### config.mk
export PLATFORM = sky130hd
export DESIGN_NAME = apb_completer_mem
export DESIGN_NICKNAME = d
export VERILOG_FILES = /design/src/rtl/apb_pkg.sv /design/src/rtl/apb_byte_mem.sv /design/src/rtl/apb_completer_mem.sv
export SDC_FILE = /design/constraint.sdc
export NUM_CORES = 2
export LEC_CHECK = 0
export CORE_MARGIN = 2
export CORE_UTILIZATION = 48
export CTS_BUF_LIST = sky130_fd_sc_hd__clkbuf_4 sky130_fd_sc_hd__clkbuf_8
export DETAILED_ROUTE_END_ITERATION = 6
export GPL_ROUTABILITY_DRIVEN = 0
export GPL_TIMING_DRIVEN = 0
export PLACE_DENSITY = 0.66
export REMOVE_ABC_BUFFERS = 1
export SLEW_MARGIN = 0
export SYNTH_ARGS = -nofsm -noshare
export SYNTH_HDL_FRONTEND = slang
export SYNTH_HIERARCHICAL = 1
export SYNTH_SLANG_ARGS = --single-unit
### constraint.sdc
create_clock -name pclk -period 2.9 [get_ports pclk]
set_input_delay 0.58 -clock pclk [delete_from_list [all_inputs] [get_ports pclk]]
set_output_delay 0.58 -clock pclk [all_outputs]
set_load 0.03 [all_outputs]
### src/rtl/apb_pkg.sv
// Shared types and helpers for the APB completer memory.
// Holds the FSM state encoding, the slave-select bit position and the byte-strobe merge function.
package apb_pkg;

   typedef enum logic [0:0] {
      IDLE   = 1'b0,
      ACCESS = 1'b1
   } apb_state_e;

   // The slave-select bit sits this many positions below ADD_WIDTH.
   localparam int SEL_BIT_OFS = 1;

   // strb_merge works on words of up to MAX_WIDTH bits; callers extend and truncate.
   localparam int MAX_WIDTH = 1024;
   localparam int MAX_STRB  = MAX_WIDTH / 8;

   function automatic int sel_bit(input int add_width);
      return add_width - SEL_BIT_OFS;
   endfunction

   function automatic logic [MAX_WIDTH-1:0] strb_merge(
      input logic [MAX_WIDTH-1:0] old_w,
      input logic [MAX_WIDTH-1:0] new_w,
      input logic [MAX_STRB-1:0]  strb
   );
      logic [MAX_WIDTH-1:0] res;
      res = old_w;
      for (int b = 0; b < MAX_STRB; b++) begin
         if (strb[b]) res[8*b +: 8] = new_w[8*b +: 8];
      end
      return res;
   endfunction

endpackage

### src/rtl/apb_byte_mem.sv
// Word memory with per-byte write enables, synchronous write and registered read.
// The read register is cleared by reset or by rd_zero; the array itself is never reset.
module apb_byte_mem
   import apb_pkg::*;
#(
   parameter int WIDTH     = 32,
   parameter int MEM_DEPTH = 128,
   parameter int AW        = 7
) (
   input  logic               clk,
   input  logic               rst,
   input  logic               we,
   input  logic [AW-1:0]      waddr,
   input  logic [WIDTH-1:0]   wdata,
   input  logic [WIDTH/8-1:0] be,
   input  logic               re,
   input  logic               rd_zero,
   input  logic [AW-1:0]      raddr,
   output logic [WIDTH-1:0]   rdata
);

   logic [WIDTH-1:0] mem [MEM_DEPTH];

   always_ff @(posedge clk) begin
      if (we)
         mem[waddr] <= WIDTH'(strb_merge(MAX_WIDTH'(mem[waddr]), MAX_WIDTH'(wdata),
                                         MAX_STRB'(be)));
   end

   always_ff @(posedge clk) begin
      if (rst || rd_zero) rdata <= '0;
      else if (re)        rdata <= mem[raddr];
   end

endmodule

### src/rtl/apb_completer_mem.sv
// APB completer in front of a byte-strobed word memory, with fixed wait states
// and PSLVERR for word indices beyond the implemented depth.
module apb_completer_mem
   import apb_pkg::*;
#(
   parameter int ADD_WIDTH   = 9,
   parameter int WIDTH       = 32,
   parameter int MEM_DEPTH   = 128,
   parameter int WAIT_CYCLES = 0
) (
   input  logic                 pclk,
   input  logic                 preset,
   input  logic                 psel,
   input  logic                 penable,
   input  logic                 pwrite,
   input  logic [ADD_WIDTH-1:0] paddr,
   input  logic [WIDTH-1:0]     pwdata,
   input  logic [WIDTH/8-1:0]   pstrb,
   output logic [WIDTH-1:0]     prdata,
   output logic                 pready,
   output logic                 pslverr
);

   localparam int         IDX_W     = sel_bit(ADD_WIDTH);
   localparam int         AW        = (MEM_DEPTH > 1) ? $clog2(MEM_DEPTH) : 1;
   localparam logic [3:0] WAIT_INIT = 4'(WAIT_CYCLES);

   apb_state_e         state;
   logic [3:0]         cnt;
   logic               wr_q;
   logic               err_q;
   logic [AW-1:0]      idx_q;
   logic [WIDTH-1:0]   wdata_q;
   logic [WIDTH/8-1:0] strb_q;

   logic [IDX_W-1:0]   idx_in;
   logic               err_in;
   logic               setup;
   logic               complete;
   logic               mem_we;
   logic               mem_re;
   logic               mem_rd_zero;

   // The select bit above the index is decoded upstream and not looked at here.
   assign idx_in   = paddr[IDX_W-1:0];
   assign err_in   = int'(idx_in) >= MEM_DEPTH;
   assign setup    = (state == IDLE) && psel && !penable;
   assign complete = (state == ACCESS) && psel && (cnt == 4'd0);

   // Write commits on the completing edge so a following setup reads the new word.
   assign mem_we      = complete && wr_q && !err_q && !preset;
   assign mem_re      = setup && !pwrite && !err_in && !preset;
   assign mem_rd_zero = setup && !pwrite && err_in;

   always_ff @(posedge pclk) begin
      if (preset) begin
         state   <= IDLE;
         cnt     <= '0;
         pready  <= 1'b0;
         pslverr <= 1'b0;
         wr_q    <= 1'b0;
         err_q   <= 1'b0;
         idx_q   <= '0;
         wdata_q <= '0;
         strb_q  <= '0;
      end else begin
         case (state)
            IDLE: begin
               if (setup) begin
                  state   <= ACCESS;
                  wr_q    <= pwrite;
                  idx_q   <= idx_in[AW-1:0];
                  wdata_q <= pwdata;
                  strb_q  <= pstrb;
                  err_q   <= err_in;
                  cnt     <= WAIT_INIT;
                  pready  <= (WAIT_INIT == 4'd0);
                  pslverr <= (WAIT_INIT == 4'd0) && err_in;
               end
            end
            ACCESS: begin
               // Completion or a dropped psel both end the transfer.
               if (!psel || cnt == 4'd0) begin
                  state   <= IDLE;
                  pready  <= 1'b0;
                  pslverr <= 1'b0;
               end else if (penable) begin
                  cnt     <= cnt - 4'd1;
                  pready  <= (cnt == 4'd1);
                  pslverr <= (cnt == 4'd1) && err_q;
               end
            end
            default: state <= IDLE;
         endcase
      end
   end

   apb_byte_mem #(
      .WIDTH     (WIDTH),
      .MEM_DEPTH (MEM_DEPTH),
      .AW        (AW)
   ) u_mem (
      .clk     (pclk),
      .rst     (preset),
      .we      (mem_we),
      .waddr   (idx_q),
      .wdata   (wdata_q),
      .be      (strb_q),
      .re      (mem_re),
      .rd_zero (mem_rd_zero),
      .raddr   (idx_in[AW-1:0]),
      .rdata   (prdata)
   );

endmodule

## After elaboration in Yosys (flattened, before gate mapping)

Memory sizes are Yosys's and may differ from the RTL's. A register that Yosys moved wholly into a read port is not among the register bits.
Index checks and enable logic that the tools add are counted.
W data, S select, Z words.

- Bits in registers: 52
- Memory bits (writable): 4096
- Input bits: 50
- Output and inout bits: 34
- Logic and storage cells: 75
- Memories: 1

Memory list:

| memory | depth | width | read ports | clocked after Yosys merged registers in | wr ports | line | RTL |
|---|---|---|---|---|---|---|---|
| u_mem.mem | 128 | 32 | 1 | 1 | 1 | apb_byte_mem.sv:22 | `logic [WIDTH-1:0] mem [MEM_DEPTH];` |

- Add/subtract/negate cells: 1
- Order comparisons: 1
- Eq/ne operators: 9
- Multiplexer cells: 25
- Bitwise gates (word level): 1
- Reduce and logical (&&, ||, !) cells: 28

Operators by type and width:

| cell | count |
|---|---|
| $mux W8 | 8 |
| $ne A2 B2 Y1 const B | 7 |
| $logic_and A1 B1 Y1 | 12 |
| $mux W4 | 3 |
| $reduce_and A2 Y1 | 6 |
| $mux W1 | 10 |
| $ge A8 B8 Y1 const B | 1 |
| $pmux W4 S2 | 1 |
| $logic_not A1 Y1 | 6 |
| $pmux W1 S2 | 3 |
| $eq A4 B1 Y1 const B | 1 |
| $logic_not A4 Y1 | 1 |
| $sub A4 B1 Y4 const B | 1 |
| $ne A3 B2 Y1 const B | 1 |
| $reduce_and A3 Y1 | 1 |
| $logic_or A1 B1 Y1 | 2 |
| $not A1 Y1 | 1 |

## Depth between registers and ports, before layout

- Word-level depth: 8
- Depth in mapped cells: 12
- Gate-level depth less buffers: 8

## Cells and area by module

The synthesis kept the hierarchy.

By module, submodules not included:

| module | instances | cells each | area each (um2) | seq. area each (um2) |
|---|---|---|---|---|
| apb_byte_mem | 1 | 7508 | 160026.0 | 123638.6 |
| apb_completer_mem | 1 | 250 | 1978.1 | 1041.0 |

## Least setup slack after synthesis

No wires, ideal clock.

- Kind: register -> register
- Start: register cnt[0]
- End: memory u_mem.mem[102][10] (enable)
- Setup time: 370 ps
- Data arrival time: 2410 ps
- Data required time: 2530 ps
- Path slack: 119 ps
- Cell stages (with the launch flop): 10
- Clock period less this slack: 2781 ps
- Path through: dfxtp_1 > inv_1 > ha_1 > or3b_1 > buf_2 > nor4_1 > nand2_1 > clkbuf_1 > buf_1 > nor2_1

- Longest elaborated chain between the ends: 8

Ends and longest elaborated chain:

| item | line | RTL |
|---|---|---|
| from (decl) | apb_completer_mem.sv:29 | `logic [3:0] cnt;` |
| from (signal assigned) | apb_completer_mem.sv:88 | `cnt <= cnt - 4'd1;` |
| $logic_not A4 Y1 * | apb_completer_mem.sv:48 | `assign complete = (state == ACCESS) && psel && (cnt == 4'd0);` |
| $logic_and A1 B1 Y1 * | apb_completer_mem.sv:48 |  |
| $logic_and A1 B1 Y1 * (3 in series) | apb_completer_mem.sv:51 | `assign mem_we = complete && wr_q && !err_q && !preset;` |
| via mem_we | apb_completer_mem.sv:40 | `logic mem_we;` |
| $mux W1 | apb_byte_mem.sv:25 | `if (we)` |
| $mux W1 (implied by the code) | apb_byte_mem.sv:26 | `mem[waddr] <= WIDTH'(strb_merge(MAX_WIDTH'(mem[waddr]), MAX_WIDTH'(wdata),` |
| $reduce_and A2 Y1 (no source line) * | - |  |
| to (decl) | apb_byte_mem.sv:22 |  |

The timed path passes the listed nets; every way through them passes the cells marked *.

## Worst setup path in the final report

- Start: register idx_q[3]
- End: memory u_mem.mem[57][29] (enable)

RTL lines:

| item | line | RTL |
|---|---|---|
| from (decl) | apb_completer_mem.sv:32 | `logic [AW-1:0] idx_q;` |
| from (signal assigned) | apb_completer_mem.sv:72 | `idx_q <= idx_in[AW-1:0];` |

Straight into the memory's write port.

==> summary.md <==
| Metric | Value |
|---|---|
| CTS root buffer | `clkbuf_8` |
| PwrDens | `628 mW/mm²` |
| Synth Area per Inst | `20.9 µm²` |
| Rel. slew slack | `4.36%` |
| Setup violators final | `2518` |
| Actual slew at the worst max-slew pin | `1.43 ns` |
| Crit Path Class | `register to register` |
| Most used DFF post-synth | `edfxtp_1` |
| GRT overflow | `0` |
| WHS Path Cells | `3` |
| Clock Sinks | `4180` |
| Register area share after synthesis | `77.0%` |
| R2R cell count | `4` |
| Initial antenna violation count | `23` |
| Final setup skew | `0.0889 ns` |
| Reg power frac | `55.4%` |
| Total GRT Usage | `27.1%` |
| H-tree depth | `6` |
| Data required, critical path | `3.60 ns` |
| Initial Util | `48.2%` |
| Number of distinct library cells after synthesis | `63` |
| Critical Path Start Type | `register` |
| DRC | `0` |
| Failing checks | `negative setup slack` |
| Total Nets Final | `8516` |
| Post-synth EDFFs | `4096` |
| WL per Instance | `35.6 µm` |
| Hold Vio Cnt, Final | `0` |
| Yosys reg bits | `4180` |
| Routed Wire Length | `479000 µm` |
| Share of cells above drive strength 1 | `36.1%` |
| Die ar. | `0.342 mm²` |
| Setup WS pre-CTS | `-3.19 ns` |
| Max Root-Sink Buffers | `4` |
| TritonCTS clock tree | `done` |
| Setup slack, reg-to-reg | `-0.52 ns` |
| Hold path start | `pwdata[15]` |
| DRT Pass-1 Iters | `6` |
| Std-Cell Rows | `213` |
| Initial DRC Count | `14500` |
| Die extent in y | `585 µm` |
| Final number of max-transition violations | `0` |
| Ys Warns | `6` |
| First-pass GRT wire length | `645000 µm` |
| Worst-path fanout max | `8` |
| Int Power | `93700 µW` |
| FF-to-FF Start | `idx_q[3]` |
| Fin Setup TNS | `-327.05 ns` |
| Largest net degree at the start of global routing | `96` |
| Hold worst-path end | `wdata_q[15]` |
| Synth async-reset ratio | `0%` |
| Commonest non-fill, non-tap cell in the layout | `edfxtp_1` |
| Min Clock Period, post-route | `3.42 ns` |
| Sw frac | `22.1%` |
| Port bufs | `82` |
| Via density | `6.45` |
| Area Growth Syn to Fin | `18.2%` |
| Clk Latency, worst-skew pair | `1.11 ns` |
| Via count | `86800` |
| CP arrival | `4.12 ns` |
| Reg clk slew, reported paths | `0.06 ns` |
| IR drop worst, VDD | `0.469 mV` |
| Die Wd | `585 µm` |
| Crit. End Element | `register` |
| Status | `complete, but fails checks` |
| Final worst setup slack | `-0.522 ns` |
| Post-Synthesis Cells | `7758` |
| Number of global-route vias before repair | `83900` |
| Final antenna-violating net count | `0` |
| Commonest non-fill, non-tap cells in the layout | `edfxtp_1 (4096), mux4_2 (1019), clkbuf_8 (673)` |
| Leak | `0.0643 µW` |
| Final cycle utilization of the critical path | `118%` |
| RSZ-0062 raised after global routing | `true` |
| Clock power share | `39.8%` |
| HPWL Detailed | `271000 µm` |
| Syn Std Cell Area | `0.162 mm²` |
| Psw | `26600 µW` |
| Inserted Clock Buffers | `648` |
| Fmax | `292 MHz` |
| Comb power frac | `4.9%` |
| Reg-to-Reg End | `u_mem/mem[57][29]` |
| Max_cap viols | `0` |
| Hold Path Class | `input port to register` |
| Placeable Area | `0.336 mm²` |
| Ports | `84` |
-- registers in the layout, indices dropped and copies added, names as in the netlist --
name / cells
u_mem/mem: 4096
wdata_q: 32
state: 1
u_mem/rdata: 32
strb_q: 4
cnt: 4
wr_q: 1
pready: 1
pslverr: 1
idx_q: 7
err_q: 1
-- metrics by stage --
stage / cell area (µm²) / power (µW) / util (%) / hold slack (ns) / std cells
after CTS: 187000 / 121000 / 55.6 / 0.00186 / 13300
after global placement: 166000 / 76300 / 49.4 / 0.457 / 11900
after floorplan: 160000 / 70100 / - / 0.430 / 7292
after global routing: 191000 / 123000 / 56.9 / 0.0624 / 13500
final: 191000 / 120000 / 56.9 / 0.0881 / 13500
after detailed placement: 169000 / 73000 / 50.2 / 0.449 / 12000
-- layer usage --
layer	wire length, µm	share of wire, %	GRT usage (%)	up-vias
met4	25700	5.4	12.5	10
met1	172000	36	36.1	45700
met2	221000	46	41.7	6305
li1	-	-	-	33700
met3	61400	13	7.71	1039
met5	190	0.040	0	-
-- critical path: stages, from the launching register on --
cell and delay (ns):
dfxtp_1 0.60, nand2_1 0.42, nor2_2 0.61, nand2_1 0.71
nor2_2 0.69
-- cells in the mapped netlist, drive strengths merged, types with 14 or more instances --
cell    number  area (µm²)
a31oi       18         113
o21ai       32         160
mux4      1019       22900
or3         14        87.6
mux2i      252        2520
a22oi       61         458
dfxtp       84        1680
and2        30         190
edfxtp    4096      123000
nand2b      20         125
nand2      457        1720
a21oi      105         529
clkbuf     214         803
o31ai       15         113
nand3       61         305
and3        32         200
nor2       563        2110
a211oi      18         135
buf        252        1650
o22ai      123         769
nor3        37         185
o221ai      77         674
mux2        29         327
-- timing repair --
action,4_1_cts,5_1_grt
gates cloned,60,27
hold buffers,12,0
endpoints found under the setup margin,4158,4102
hold endpoints to repair,28,0
pin swaps,117,113
resized for setup,599,569
setup buffers,112,128
-- worst max path at each step --
stage              from  depth (start not counted)                 to
2_1_floorplan  paddr[3]                          5    u_mem/rdata[23]
3_3_place_gp   paddr[0]                          6    u_mem/rdata[24]
3_5_place_dp   paddr[0]                         11    u_mem/rdata[24]
4_1_cts        idx_q[5]                          4  u_mem/mem[97][25]
5_1_grt        idx_q[4]                          4   u_mem/mem[59][2]
6_report       idx_q[3]                          4  u_mem/mem[57][29]
-- area by class of cell --
class	instances	area [µm²]
Fill cell	24100	145000
Sequential cell	4180	125000
Multi-Input combinational cell	3119	39500
Clock buffer	900	11000
Timing Repair Buffer	507	9160
Tap cell	4515	5650
Clock inverter	227	1340
Inverter	7	53.8
Antenna cell	9	22.5
-- power by group through the flow --
stage	combinational, µW	clock (µW)	sequential, µW
final	5850	47900	66600
after global routing	5990	50900	66600
after CTS	5670	48300	66600
after detailed placement	5130	0	67800
after global placement	7890	0	68500
after floorplan	2160	0	68000
-- cell families after synthesis --
group           Yosys count  synth area share [%]
flops                  4180                  77.0
mux                    1300                  15.9
simple gates           1263                  3.24
compound gates          539                  2.32
buf+inv                 473                  1.53
fa+ha+maj                 3                0.0232
Power figures use the tool's default switching activity.
